==> src/rtl/color_overlay_render_if.sv <==
// Pixel-stream bundle between the binarisation stage, the overlay renderer and
// the output formatter.
interface color_overlay_render_if;
    logic        pix_valid_in;
    logic [23:0] rgb_in;
    logic        Binary_in;
    logic [11:0] h_cnt;
    logic [10:0] v_cnt;
    logic [2:0]  mode;

    logic [23:0] rgb_render;
    logic        pix_valid_out;
    logic [11:0] bbox_x_min;
    logic [11:0] bbox_x_max;
    logic [10:0] bbox_y_min;
    logic [10:0] bbox_y_max;
    logic        bbox_valid;
    logic        frame_done;

    modport slave (
        input  pix_valid_in, rgb_in, Binary_in, h_cnt, v_cnt, mode,
        output rgb_render, pix_valid_out, bbox_x_min, bbox_x_max,
               bbox_y_min, bbox_y_max, bbox_valid, frame_done
    );

    modport master (
        output pix_valid_in, rgb_in, Binary_in, h_cnt, v_cnt, mode,
        input  rgb_render, pix_valid_out, bbox_x_min, bbox_x_max,
               bbox_y_min, bbox_y_max, bbox_valid, frame_done
    );
endinterface

==> src/rtl/color_overlay_render.sv <==
// Two-stage pixel renderer: detection mask, centre target box and an outline of
// the previous frame's detection bounding box.
module color_overlay_render #(
    parameter int          IMG_WIDTH   = 320,
    parameter int          IMG_HEIGHT  = 240,
    parameter int          CROSS_HALF  = 16,
    parameter int          MIN_PIXELS  = 64,
    parameter logic [23:0] MASK_COLOR  = 24'h00FF00,
    parameter logic [23:0] CROSS_COLOR = 24'hFFFF00,
    parameter logic [23:0] BOX_COLOR   = 24'hFF0000
) (
    input  logic                   pclk,
    input  logic                   rst,
    color_overlay_render_if.slave  vid
);

    localparam logic [11:0] X_END   = 12'(IMG_WIDTH);
    localparam logic [10:0] Y_END   = 11'(IMG_HEIGHT);
    localparam logic [11:0] X_LAST  = 12'(IMG_WIDTH - 1);
    localparam logic [10:0] Y_LAST  = 11'(IMG_HEIGHT - 1);
    localparam logic [11:0] CX_LO   = 12'(IMG_WIDTH / 2 - CROSS_HALF);
    localparam logic [11:0] CX_HI   = 12'(IMG_WIDTH / 2 + CROSS_HALF);
    localparam logic [10:0] CY_LO   = 11'(IMG_HEIGHT / 2 - CROSS_HALF);
    localparam logic [10:0] CY_HI   = 11'(IMG_HEIGHT / 2 + CROSS_HALF);
    localparam logic [19:0] CNT_MAX = '1;
    localparam logic [19:0] MIN_CNT = 20'(MIN_PIXELS);

    logic [11:0] acc_x_min_q, acc_x_max_q;
    logic [10:0] acc_y_min_q, acc_y_max_q;
    logic [19:0] acc_cnt_q;
    logic [11:0] upd_x_min, upd_x_max;
    logic [10:0] upd_y_min, upd_y_max;
    logic [19:0] upd_cnt;
    logic        active, det, eof;

    logic [11:0] bbox_x_min_q, bbox_x_max_q;
    logic [10:0] bbox_y_min_q, bbox_y_max_q;
    logic        bbox_valid_q, frame_done_q;

    logic [23:0] base_q;
    logic [11:0] h1_q;
    logic [10:0] v1_q;
    logic [2:1]  mode1_q;
    logic        valid1_q;

    logic        on_cross, on_box;
    logic [23:0] rgb_render_d, rgb_render_q;
    logic        pix_valid_out_q;

    // Accumulator values including the current pixel, so the end-of-frame
    // pixel's own detection lands in the latched box.
    always_comb begin
        active    = vid.pix_valid_in && (vid.h_cnt < X_END) && (vid.v_cnt < Y_END);
        det       = active && vid.Binary_in;
        eof       = active && (vid.h_cnt == X_LAST) && (vid.v_cnt == Y_LAST);
        upd_x_min = acc_x_min_q;
        upd_x_max = acc_x_max_q;
        upd_y_min = acc_y_min_q;
        upd_y_max = acc_y_max_q;
        upd_cnt   = acc_cnt_q;
        if (det) begin
            if (vid.h_cnt < acc_x_min_q) upd_x_min = vid.h_cnt;
            if (vid.h_cnt > acc_x_max_q) upd_x_max = vid.h_cnt;
            if (vid.v_cnt < acc_y_min_q) upd_y_min = vid.v_cnt;
            if (vid.v_cnt > acc_y_max_q) upd_y_max = vid.v_cnt;
            if (acc_cnt_q != CNT_MAX) upd_cnt = acc_cnt_q + 20'd1;
        end
    end

    always_ff @(posedge pclk or posedge rst) begin
        if (rst) begin
            acc_x_min_q  <= X_LAST;
            acc_x_max_q  <= '0;
            acc_y_min_q  <= Y_LAST;
            acc_y_max_q  <= '0;
            acc_cnt_q    <= '0;
            bbox_x_min_q <= '0;
            bbox_x_max_q <= '0;
            bbox_y_min_q <= '0;
            bbox_y_max_q <= '0;
            bbox_valid_q <= 1'b0;
            frame_done_q <= 1'b0;
        end else begin
            frame_done_q <= eof;
            if (eof) begin
                bbox_x_min_q <= upd_x_min;
                bbox_x_max_q <= upd_x_max;
                bbox_y_min_q <= upd_y_min;
                bbox_y_max_q <= upd_y_max;
                bbox_valid_q <= (upd_cnt >= MIN_CNT);
                acc_x_min_q  <= X_LAST;
                acc_x_max_q  <= '0;
                acc_y_min_q  <= Y_LAST;
                acc_y_max_q  <= '0;
                acc_cnt_q    <= '0;
            end else begin
                acc_x_min_q  <= upd_x_min;
                acc_x_max_q  <= upd_x_max;
                acc_y_min_q  <= upd_y_min;
                acc_y_max_q  <= upd_y_max;
                acc_cnt_q    <= upd_cnt;
            end
        end
    end

    always_ff @(posedge pclk or posedge rst) begin
        if (rst) begin
            base_q   <= '0;
            h1_q     <= '0;
            v1_q     <= '0;
            mode1_q  <= '0;
            valid1_q <= 1'b0;
        end else begin
            base_q   <= (vid.mode[0] && vid.Binary_in) ? MASK_COLOR : vid.rgb_in;
            h1_q     <= vid.h_cnt;
            v1_q     <= vid.v_cnt;
            mode1_q  <= vid.mode[2:1];
            valid1_q <= vid.pix_valid_in;
        end
    end

    // Box outline uses the latched registers as they stand now, i.e. the
    // previous frame's result.
    always_comb begin
        on_cross = (((h1_q == CX_LO) || (h1_q == CX_HI)) && (v1_q >= CY_LO) && (v1_q <= CY_HI)) ||
                   (((v1_q == CY_LO) || (v1_q == CY_HI)) && (h1_q >= CX_LO) && (h1_q <= CX_HI));
        on_box   = (((h1_q == bbox_x_min_q) || (h1_q == bbox_x_max_q)) &&
                    (v1_q >= bbox_y_min_q) && (v1_q <= bbox_y_max_q)) ||
                   (((v1_q == bbox_y_min_q) || (v1_q == bbox_y_max_q)) &&
                    (h1_q >= bbox_x_min_q) && (h1_q <= bbox_x_max_q));
        rgb_render_d = base_q;
        if (mode1_q[1] && on_cross)
            rgb_render_d = CROSS_COLOR;
        else if (mode1_q[2] && bbox_valid_q && on_box)
            rgb_render_d = BOX_COLOR;
    end

    always_ff @(posedge pclk or posedge rst) begin
        if (rst) begin
            rgb_render_q    <= '0;
            pix_valid_out_q <= 1'b0;
        end else begin
            rgb_render_q    <= rgb_render_d;
            pix_valid_out_q <= valid1_q;
        end
    end

    assign vid.rgb_render    = rgb_render_q;
    assign vid.pix_valid_out = pix_valid_out_q;
    assign vid.bbox_x_min    = bbox_x_min_q;
    assign vid.bbox_x_max    = bbox_x_max_q;
    assign vid.bbox_y_min    = bbox_y_min_q;
    assign vid.bbox_y_max    = bbox_y_max_q;
    assign vid.bbox_valid    = bbox_valid_q;
    assign vid.frame_done    = frame_done_q;

endmodule

==> src/flat_wrapper.sv <==
// flat-port wrapper written by rule: the top's interface ports become plain ports
module color_overlay_render_flat 
#(
    parameter int          IMG_WIDTH   = 320,
    parameter int          IMG_HEIGHT  = 240,
    parameter int          CROSS_HALF  = 16,
    parameter int          MIN_PIXELS  = 64,
    parameter logic [23:0] MASK_COLOR  = 24'h00FF00,
    parameter logic [23:0] CROSS_COLOR = 24'hFFFF00,
    parameter logic [23:0] BOX_COLOR   = 24'hFF0000
)
  (pclk, rst, vid_pix_valid_in, vid_rgb_in, vid_Binary_in, vid_h_cnt, vid_v_cnt, vid_mode, vid_rgb_render, vid_pix_valid_out, vid_bbox_x_min, vid_bbox_x_max, vid_bbox_y_min, vid_bbox_y_max, vid_bbox_valid, vid_frame_done);
  color_overlay_render_if vid_i ();
  input  logic pclk;
  input  logic rst;
  input wire logic [$bits(vid_i.pix_valid_in)-1:0] vid_pix_valid_in;
  input wire logic [$bits(vid_i.rgb_in)-1:0] vid_rgb_in;
  input wire logic [$bits(vid_i.Binary_in)-1:0] vid_Binary_in;
  input wire logic [$bits(vid_i.h_cnt)-1:0] vid_h_cnt;
  input wire logic [$bits(vid_i.v_cnt)-1:0] vid_v_cnt;
  input wire logic [$bits(vid_i.mode)-1:0] vid_mode;
  output wire logic [$bits(vid_i.rgb_render)-1:0] vid_rgb_render;
  output wire logic [$bits(vid_i.pix_valid_out)-1:0] vid_pix_valid_out;
  output wire logic [$bits(vid_i.bbox_x_min)-1:0] vid_bbox_x_min;
  output wire logic [$bits(vid_i.bbox_x_max)-1:0] vid_bbox_x_max;
  output wire logic [$bits(vid_i.bbox_y_min)-1:0] vid_bbox_y_min;
  output wire logic [$bits(vid_i.bbox_y_max)-1:0] vid_bbox_y_max;
  output wire logic [$bits(vid_i.bbox_valid)-1:0] vid_bbox_valid;
  output wire logic [$bits(vid_i.frame_done)-1:0] vid_frame_done;
  assign vid_i.pix_valid_in = vid_pix_valid_in;
  assign vid_i.rgb_in = vid_rgb_in;
  assign vid_i.Binary_in = vid_Binary_in;
  assign vid_i.h_cnt = vid_h_cnt;
  assign vid_i.v_cnt = vid_v_cnt;
  assign vid_i.mode = vid_mode;
  assign vid_rgb_render = vid_i.rgb_render;
  assign vid_pix_valid_out = vid_i.pix_valid_out;
  assign vid_bbox_x_min = vid_i.bbox_x_min;
  assign vid_bbox_x_max = vid_i.bbox_x_max;
  assign vid_bbox_y_min = vid_i.bbox_y_min;
  assign vid_bbox_y_max = vid_i.bbox_y_max;
  assign vid_bbox_valid = vid_i.bbox_valid;
  assign vid_frame_done = vid_i.frame_done;
  color_overlay_render #(.IMG_WIDTH(IMG_WIDTH), .IMG_HEIGHT(IMG_HEIGHT), .CROSS_HALF(CROSS_HALF), .MIN_PIXELS(MIN_PIXELS), .MASK_COLOR(MASK_COLOR), .CROSS_COLOR(CROSS_COLOR), .BOX_COLOR(BOX_COLOR)) u_core (.pclk(pclk), .rst(rst), .vid(vid_i));
endmodule
==> config.mk <==
export PLATFORM = sky130hd
export DESIGN_NAME = color_overlay_render_flat
export DESIGN_NICKNAME = d
export VERILOG_FILES = /design/src/rtl/color_overlay_render_if.sv /design/src/rtl/color_overlay_render.sv /design/src/flat_wrapper.sv
export SDC_FILE = /design/constraint.sdc
export NUM_CORES = 1
export LEC_CHECK = 0
export ABC_AREA = 1
export CAP_MARGIN = 0
export CORE_MARGIN = 5
export CORE_UTILIZATION = 50
export DETAILED_ROUTE_END_ITERATION = 16
export PLACE_DENSITY_LB_ADDON = 0.12
export SKIP_CTS_REPAIR_TIMING = 1
export SLEW_MARGIN = 20
export SYNTH_ARGS = -nofsm -noshare
export SYNTH_HDL_FRONTEND = slang
export SYNTH_SLANG_ARGS = --single-unit
export TNS_END_PERCENT = 20
==> constraint.sdc <==
create_clock -name pclk -period 5.35 [get_ports pclk]
set_clock_uncertainty 0.1 [all_clocks]
set_input_delay 0.535 -clock pclk [delete_from_list [all_inputs] [get_ports pclk]]
set_output_delay 0.535 -clock pclk [all_outputs]
set_load 0.02 [all_outputs]
Word level (Yosys, flattened, before mapping)
Cells that the tools add are included.
- add/sub/neg operators: 1
- multiply operators: 0
- divide/modulo/power cells: 0
- $lt $le $gt $ge: 15
- eq/ne operators: 11
- shifts and indexed selects: 0
- mux-type cells: 18
- bitwise gates (word level): 0
- reductions and logical operators: 23
- operators by type and width (cell ; count):
    2-to-1 mux 12 bit ; 6
    2-to-1 mux 24 bit ; 3
    2-to-1 mux 11 bit ; 6
    2-to-1 mux 20 bit ; 3
    == test 12 bit ; 2
    == test 12 x 8 -> 1 bit (second input constant) ; 2
    == test 11 bit ; 2
    == test 11 x 8 -> 1 bit (second input constant) ; 2
    adder 20 x 1 -> 20 bit (second input constant) ; 1
    >= comparator 20 x 7 -> 1 bit (second input constant) ; 1
    inequality test 20 bit (second input constant) ; 1
    logical AND 1 bit ; 17
    == test 12 x 9 -> 1 bit (second input constant) ; 1
    >= comparator 12 bit ; 1
    >= comparator 12 x 8 -> 1 bit (second input constant) ; 1
    > comparator 12 bit ; 1
    less-or-equal comparator 12 bit ; 1
    less-or-equal comparator 12 x 8 -> 1 bit (second input constant) ; 1
    < comparator 12 bit ; 1
    < comparator 12 x 9 -> 1 bit (second input constant) ; 1
    == test 11 x 7 -> 1 bit (second input constant) ; 1
    >= comparator 11 bit ; 1
    >= comparator 11 x 7 -> 1 bit (second input constant) ; 1
    > comparator 11 bit ; 1
    5 further kinds ; 10
- flip-flop bits (word level): 189
- bits in latches: 0
- memory bits (writable): 0
- bits in read-only memories: 0
- input bits: 54
- output and inout bits: 73
- word-level logic and storage cells: 86
- memories: 0

Longest topological paths before layout
Gate-level depths: netlist of the first run.
- depth after elaboration: 8
- mapped depth: 14
- mapped depth without buffers: 13

Worst setup path before layout of the first run
Ideal clock, no wire load.
- path type: input to register
- from: input port vid_v_cnt[10]
- to: register u_core.bbox_y_max_q[4], in the netlist u_core.vid.bbox_y_max[4]
- library setup time: 0.121 ns
- arrival time: 1.958 ns
- required time: 5.129 ns
- setup slack: 3.171 ns
- stages on the path: 10
- path through: ha_1 > nand2_1 > nor2_1 > inv_1 > or4_1 > buf_2 > nand2_4 > nand2_1 > nand3_1 > o21ai_1
- word-level cells in the longest chain between the ends: 4
- elaborated cells between the ends (all ways): 9
- RTL lines (what ; line ; RTL):
    start: declaration ; flat_wrapper.sv:20 ; input wire logic [$bits(vid_i.v_cnt)-1:0] vid_v_cnt;
    < comparator 11 x 8 -> 1 bit ; color_overlay_render.sv:53 ; active = vid.pix_valid_in && (vid.h_cnt < X_END) && (vid.v_cnt < Y_END);
    logical AND 1 bit ; color_overlay_render.sv:53 ;
    logical AND 1 bit (on tied branches) ; color_overlay_render.sv:54, color_overlay_render.sv:55 ;
    2-to-1 mux 11 bit or logical AND 1 bit (tied branches) ; color_overlay_render.sv:61, color_overlay_render.sv:55 ;
    end signal: assignment ; color_overlay_render.sv:89 ; bbox_y_max_q <= upd_y_max;
    end: declaration ; color_overlay_render.sv:37 ; logic [10:0] bbox_y_min_q, bbox_y_max_q;
Several ways; a longest one is shown, not always the timed one.
A chain may end at the register's enable or synchronous reset.

Final worst setup path of the first run
- from: input port vid_v_cnt[3]
- to: register u_core.bbox_x_max_q[10], in the netlist u_core.vid.bbox_x_max[10]
- word-level cells in the longest chain between the ends: 4
- elaborated cells between the ends (all ways): 7
- RTL lines (what ; line ; RTL):
    < comparator 11 x 8 -> 1 bit ; color_overlay_render.sv:53 ;
    logical AND 1 bit ; color_overlay_render.sv:53 ;
    logical AND 1 bit (on tied branches) ; color_overlay_render.sv:54, color_overlay_render.sv:55 ;
    2-to-1 mux 12 bit or logical AND 1 bit (tied branches) ; color_overlay_render.sv:61, color_overlay_render.sv:55 ;
    end signal: assignment ; color_overlay_render.sv:87 ; bbox_x_max_q <= upd_x_max;
    end: declaration ; color_overlay_render.sv:36 ; logic [11:0] bbox_x_min_q, bbox_x_max_q;
Several ways; a longest one is shown, not always the timed one.

==> results of run 1 <==
-- synthesized netlist by cell type, types with 7 or more instances --
| cell type | count |
|---|---|
| nor3_1 | 10 |
| nand2_1 | 297 |
| nand4_1 | 26 |
| nand3_1 | 50 |
| o21ai_2 | 7 |
| nor2_1 | 129 |
| o21ai_1 | 45 |
| dfstp_2 | 14 |
| o21ai_0 | 36 |
| nand3b_1 | 15 |
| or2_2 | 12 |
| buf_2 | 15 |
| dfrtp_1 | 175 |
| a21oi_1 | 54 |
| ha_1 | 91 |
| clkbuf_1 | 13 |
| inv_1 | 171 |
-- per-stage QoR --
stage          utilization, %  setup slack (ns)  std cells  total power [mW]  area (sq um)
5_1_grt                  62.0              1.92       1598              3.28         12100
3_5_place_dp             58.7              1.77       1566              1.85         11500
2_1_floorplan               -              2.29       1201              1.71         10000
3_3_place_gp             58.7              1.82       1566              1.84         11500
6_report                 62.0              2.10       1598              3.14         12100
4_1_cts                  62.0              2.25       1598              3.16         12100
-- flip-flops by register name, indices dropped and copies added, names as in the netlist --
signal / count
u_core.v1_q: 11
u_core.vid.bbox_y_max: 11
u_core.acc_x_min_q: 12
u_core.vid.bbox_x_min: 12
u_core.vid.bbox_x_max: 12
u_core.mode1_q: 2
u_core.valid1_q: 1
u_core.vid.bbox_valid: 1
u_core.base_q: 24
u_core.h1_q: 12
u_core.acc_y_max_q: 11
u_core.acc_x_max_q: 12
u_core.vid.bbox_y_min: 11
u_core.acc_cnt_q: 20
u_core.vid.rgb_render: 24
u_core.acc_y_min_q: 11
u_core.vid.pix_valid_out: 1
u_core.vid.frame_done: 1
-- layout make-up --
| type | instances | area share [%] |
|---|---|---|
| repair buffers | 130 | 10.7 |
| multi-input cells | 809 | 36.8 |
| inverters | 173 | 5.39 |
| well taps | 265 | 2.73 |
| clock buffers | 17 | 3.50 |
| clock inverters | 15 | 1.70 |
| flip-flops and latches | 189 | 39.1 |
-- final timing paths --
kind / to / slack [ns] / cells past startpoint / start
worst max-delay path: u_core.vid.bbox_x_max[10] / 2.10 / 8 / vid_v_cnt[3]
worst min register to register: u_core.vid.pix_valid_out / 0.27 / 0 / u_core.valid1_q
min in group asynchronous: u_core.vid.rgb_render[11] / 0.45 / 2 / rst
worst min-delay path: u_core.vid.pix_valid_out / 0.27 / 0 / u_core.valid1_q
worst max register to register: u_core.vid.rgb_render[2] / 2.60 / 12 / u_core.vid.bbox_x_min[11]
max in group asynchronous: u_core.base_q[19] / 3.65 / 3 / rst
-- worst max-delay path, cell delays in order --
cell,delay (ns)
clkdlybuf4s50_1,0.71
nand4_1,0.32
nor2_1,0.18
nand4_1,0.14
nor2_4,0.13
clkinv_2,0.70
buf_4,0.53
o21ai_0,0.22
-- per-layer routing --
layer | up-vias | part of all wire [%] | track usage (%)
met2 | 214 | 47 | 37.0
met5 | - | 0 | 0
met3 | 36 | 5.2 | 3.56
li1 | 4107 | - | -
met4 | 0 | 2.0 | 7.16
met1 | 3832 | 46 | 32.5
-- power breakdown --
group	internal (mW)	total, mW	switching, mW	leakage (nW)
clock network	0.649	1.32	0.671	0.304
registers	1.48	1.50	0.0247	2.27
logic	0.130	0.316	0.185	3.35
total	2.26	3.14	0.881	5.93
-- logic make-up (layout without fill, tap and decap cells) --
family,Yosys count,in the layout,share of synthesized area (%)
flip-flops,189,189,47.5
adder cells (fa/ha/maj),91,91,11.4
buffers and inverters,203,335,7.88
AO/OA/AOI/OAI,156,156,8.66
AND/OR/NAND/NOR,559,559,24.3
multiplexers,1,1,0.100
XOR/XNOR,2,2,0.175
==> impl_metrics.tcl, run 1 <==
set metrics [dict create \
    nets 1465 \
    portBuffers 126 \
    grt_pass1_vias 7799 \
    rsz0062_at_grt "no" \
    final-hold-violation-count 0 \
    syn2layout_area_growth_pct 21.4 \
    grt_pass1_wl_mm 41.3 \
    required_ns 5.60 \
    initial_core_util_pct 51.1 \
    final_common_cell "nand2_1" \
    dp_hpwl_mm 19.1 \
    syn-mean-instance-area_sq_um 8.33 \
    synth-seq-cells 189 \
    path_class "input pin to flop" \
    fin_crit_sh_pct 60.7 \
    grtUsageTotal_pct 23.1 \
    rows 51 \
    clockRootBuffer "clkbuf_16" \
    antenna_found_initial 0 \
    grt.overflow.total 0 \
    timing.fmax_mhz 308 \
    nFillCells 1761 \
    synth_top_area_share_pct 43.8 \
    wl_per_cell_um 15.9 \
    chipWidth_um 151 \
    die_h_um 151 \
    max-cap-violations 0 \
    viasPerCell 5.12 \
    worst_hold_slack_ns 0.267 \
    cts_tree "built" \
    cts_sinks 189 \
    worst_pin_slew_ns 0.916 \
    period_needed_ns 3.25 \
    end_kind "flop" \
    cp.arrival_ns 3.50 \
    ir_worst_vdd_uv 225 \
    syn_area_sq_um 10000 \
    io_pins 127 \
    cp-start-kind "input pin" \
    cts-htree-levels 4 \
    synth_area_leaders "dfrtp_1 44%, ha_1 11%, nand2_1 11%" \
    status "complete, no violations" \
    setup_viol 0 \
    place_congestion 0.948 \
    power.density_nw_per_um2 259 \
    p_leak_nw 5.93 \
    synthCells 1201 \
    clk_latency_ns 0.44 \
    insertedDiodeCount 0 \
    clock_path_buffers 2 \
    synth-warning-count 0 \
    worstPathMaxFanout 70 \
    die_area_sq_um 22900 \
    seqCellArea_sq_um 4750 \
    dr.first_iter.drc_count 485 \
    async_reset_ff_share_pct 100 \
    fin_tns_setup_ns 0 \
    drive_above_1_share_pct 6.60 \
    synth_edf_count 0 \
    ant_nets 0 \
    hp-class "flop to flop" \
    route.detailed.drc 0 \
    drt-total-wl_mm 25.3 \
    yosysTopAreaCell "dfrtp_1" \
    grt_max_degree 111 \
    synth_ff_type "dfrtp_1" \
    synth_cell_types 40 \
    firstDrtPassIters 5 \
    layout_common_cells "297 x nand2_1, 175 x dfrtp_1, 170 x inv_1, 129 x nor2_1, 126 x clkdlybuf4s50_1" \
    slew_headroom_pct 38.8 \
    coreArea_sq_um 19600 \
    report.final.slew_viol_count 0 \
    num_vias 8189 \
    cts_buffers 17 \
    clk_pin_slew_ns 0.08 \
    multiInputGateArea_sq_um 4470 \
    yosysSeqAreaShare_pct 47.5 \
    syn_nets 1346 \
]
(Power assumes the default switching activity.)
==> run 2, diff against run 1 <==
- clock period: 5.35 -> 2.6 ns (I/O delays scaled with it)
==> run 2 against run 1 <==
  * Wire length rose by 0.19%
  * Global-route usage rose by 0.27 points
  * Power rose by 110%
  * Setup slack got worse by 1.9 ns
  * Hold slack got worse by 0.099 ns
  * Die area did not move
  * Design area rose by 3.3%
  * Highest routed layer unchanged
==> impl_metrics.tcl, run 2 (synthesis gave the netlist of run 1 again) <==
set metrics [dict create \
    cts_tree "built" \
    path_class "flop to flop" \
    p_leak_nw 6.17 \
    grtUsageTotal_pct 23.4 \
    initial_core_util_pct 51.1 \
    nets 1509 \
    cp.arrival_ns 2.61 \
    timing.final.ws_setup_ns 0.212 \
    worst_hold_slack_ns 0.168 \
    firstDrtPassIters 5 \
    worstPathMaxFanout 6 \
    rows 51 \
    grt_pass1_wl_mm 42.2 \
    grt_pass1_vias 8405 \
    fin_crit_sh_pct 91.8 \
    drive_above_1_share_pct 9.80 \
    clockRootBuffer "clkbuf_16" \
    die_area_sq_um 22900 \
    wl_per_cell_um 15.5 \
    hp-class "input pin to asynchronous set/reset pin" \
    ant_nets 0 \
    clk_pin_slew_ns 0.08 \
    max-cap-violations 0 \
    postLayoutCellArea_sq_um 12500 \
    num_vias 8387 \
    clock_path_buffers 2 \
    cts-htree-levels 4 \
    slew_headroom_pct 56.4 \
    cts_sinks 189 \
    route.detailed.drc 0 \
    syn2layout_area_growth_pct 25.4 \
    antenna_found_initial 0 \
    final_common_cell "nand2_1" \
    die_h_um 151 \
    io_pins 127 \
    cp-start-kind "flop" \
    grt.overflow.total 0 \
    insertedDiodeCount 0 \
    rsz0062_at_grt "no" \
    highest_layer "met4" \
    setup_viol 0 \
    portBuffers 126 \
    worst_pin_slew_ns 0.652 \
    placed_area_sq_um 11900 \
    wl_met3_mm 1.36 \
    p_total_mw 6.48 \
    power.density_nw_per_um2 516 \
    layout_common_cells "296 x nand2_1, 175 x dfrtp_1, 169 x inv_1, 128 x nor2_1, 126 x clkdlybuf4s50_1" \
    final-hold-violation-count 0 \
    required_ns 2.83 \
    place_ws_ns 0.00183 \
    grt_max_degree 66 \
    viasPerCell 5.11 \
    report.final.slew_viol_count 0 \
    status "complete, no violations" \
    coreArea_sq_um 19600 \
    met1_length_mm 11.2 \
    end_kind "flop" \
    drt-total-wl_mm 25.4 \
    met2_length_mm 12.4 \
    chipWidth_um 151 \
    clk_latency_ns 0.44 \
    timing.fmax_mhz 419 \
    dr.first_iter.drc_count 424 \
    dp_hpwl_mm 19.2 \
    ir_worst_vdd_uv 416 \
    period_needed_ns 2.39 \
    place_congestion 0.894 \
    final_core_util_pct 64.0 \
    cts_buffers 17 \
]
==> run 2: worst paths after layout <==
| kind | start | endpoint | slack [ns] | cells after the start |
|---|---|---|---|---|
| min | rst | u_core.v1_q[6] | 0.17 | 2 |
| max reg2reg | u_core.vid.bbox_y_max[9] | u_core.vid.rgb_render[10] | 0.21 | 12 |
| min in group pclk | vid_mode[1] | u_core.mode1_q[1] | 0.17 | 1 |
| max in group asynchronous | rst | u_core.acc_x_min_q[0] | 1.47 | 3 |
| min reg2reg | u_core.valid1_q | u_core.vid.pix_valid_out | 0.26 | 0 |
| max | u_core.vid.bbox_y_max[9] | u_core.vid.rgb_render[10] | 0.21 | 12 |
==> run 2: critical path, stage by stage (launching register included) <==
cell and delay [ns]:
dfrtp_1 0.45, inv_1 0.08, ha_1 0.28, nand2_1 0.11
nor4_1 0.40, nand2_1 0.13, nand2_1 0.13, nand3_1 0.12
nand2_2 0.12, nand2_4 0.09, buf_4 0.17, nand2_1 0.05
nand2_1 0.04
==> run 2: through the flow <==
| stage | cells | setup TNS [ns] |
|---|---|---|
| final | 1642 | 0 |
| after global placement | 1610 | 0 |
| after floorplan | 1201 | -32.03 |
| after detailed placement | 1610 | 0 |
| after global routing | 1642 | 0 |
| after CTS | 1642 | 0 |
==> run 2: per-layer routing <==
layer	global-route usage (%)	up-vias
met2	39.4	197
met5	0	-
met3	4.25	37
met4	6.84	0
li1	-	4172
met1	30.9	3981
==> run 2: final cells by class <==
| cell class | count | area (sq um) |
|---|---|---|
| fillers | 1719 | 7050 |
| clock inverters | 15 | 204 |
| repair buffers | 174 | 1700 |
| well taps | 265 | 332 |
| inverters | 173 | 657 |
| multi-input cells | 809 | 4480 |
| flip-flops and latches | 189 | 4750 |
| clock buffers | 17 | 425 |
==> run 2: power breakdown <==
part           internal [mW]  switching [mW]
logic                  0.298           0.389
registers               3.04          0.0511
clock network           1.33            1.37
total                   4.67            1.81
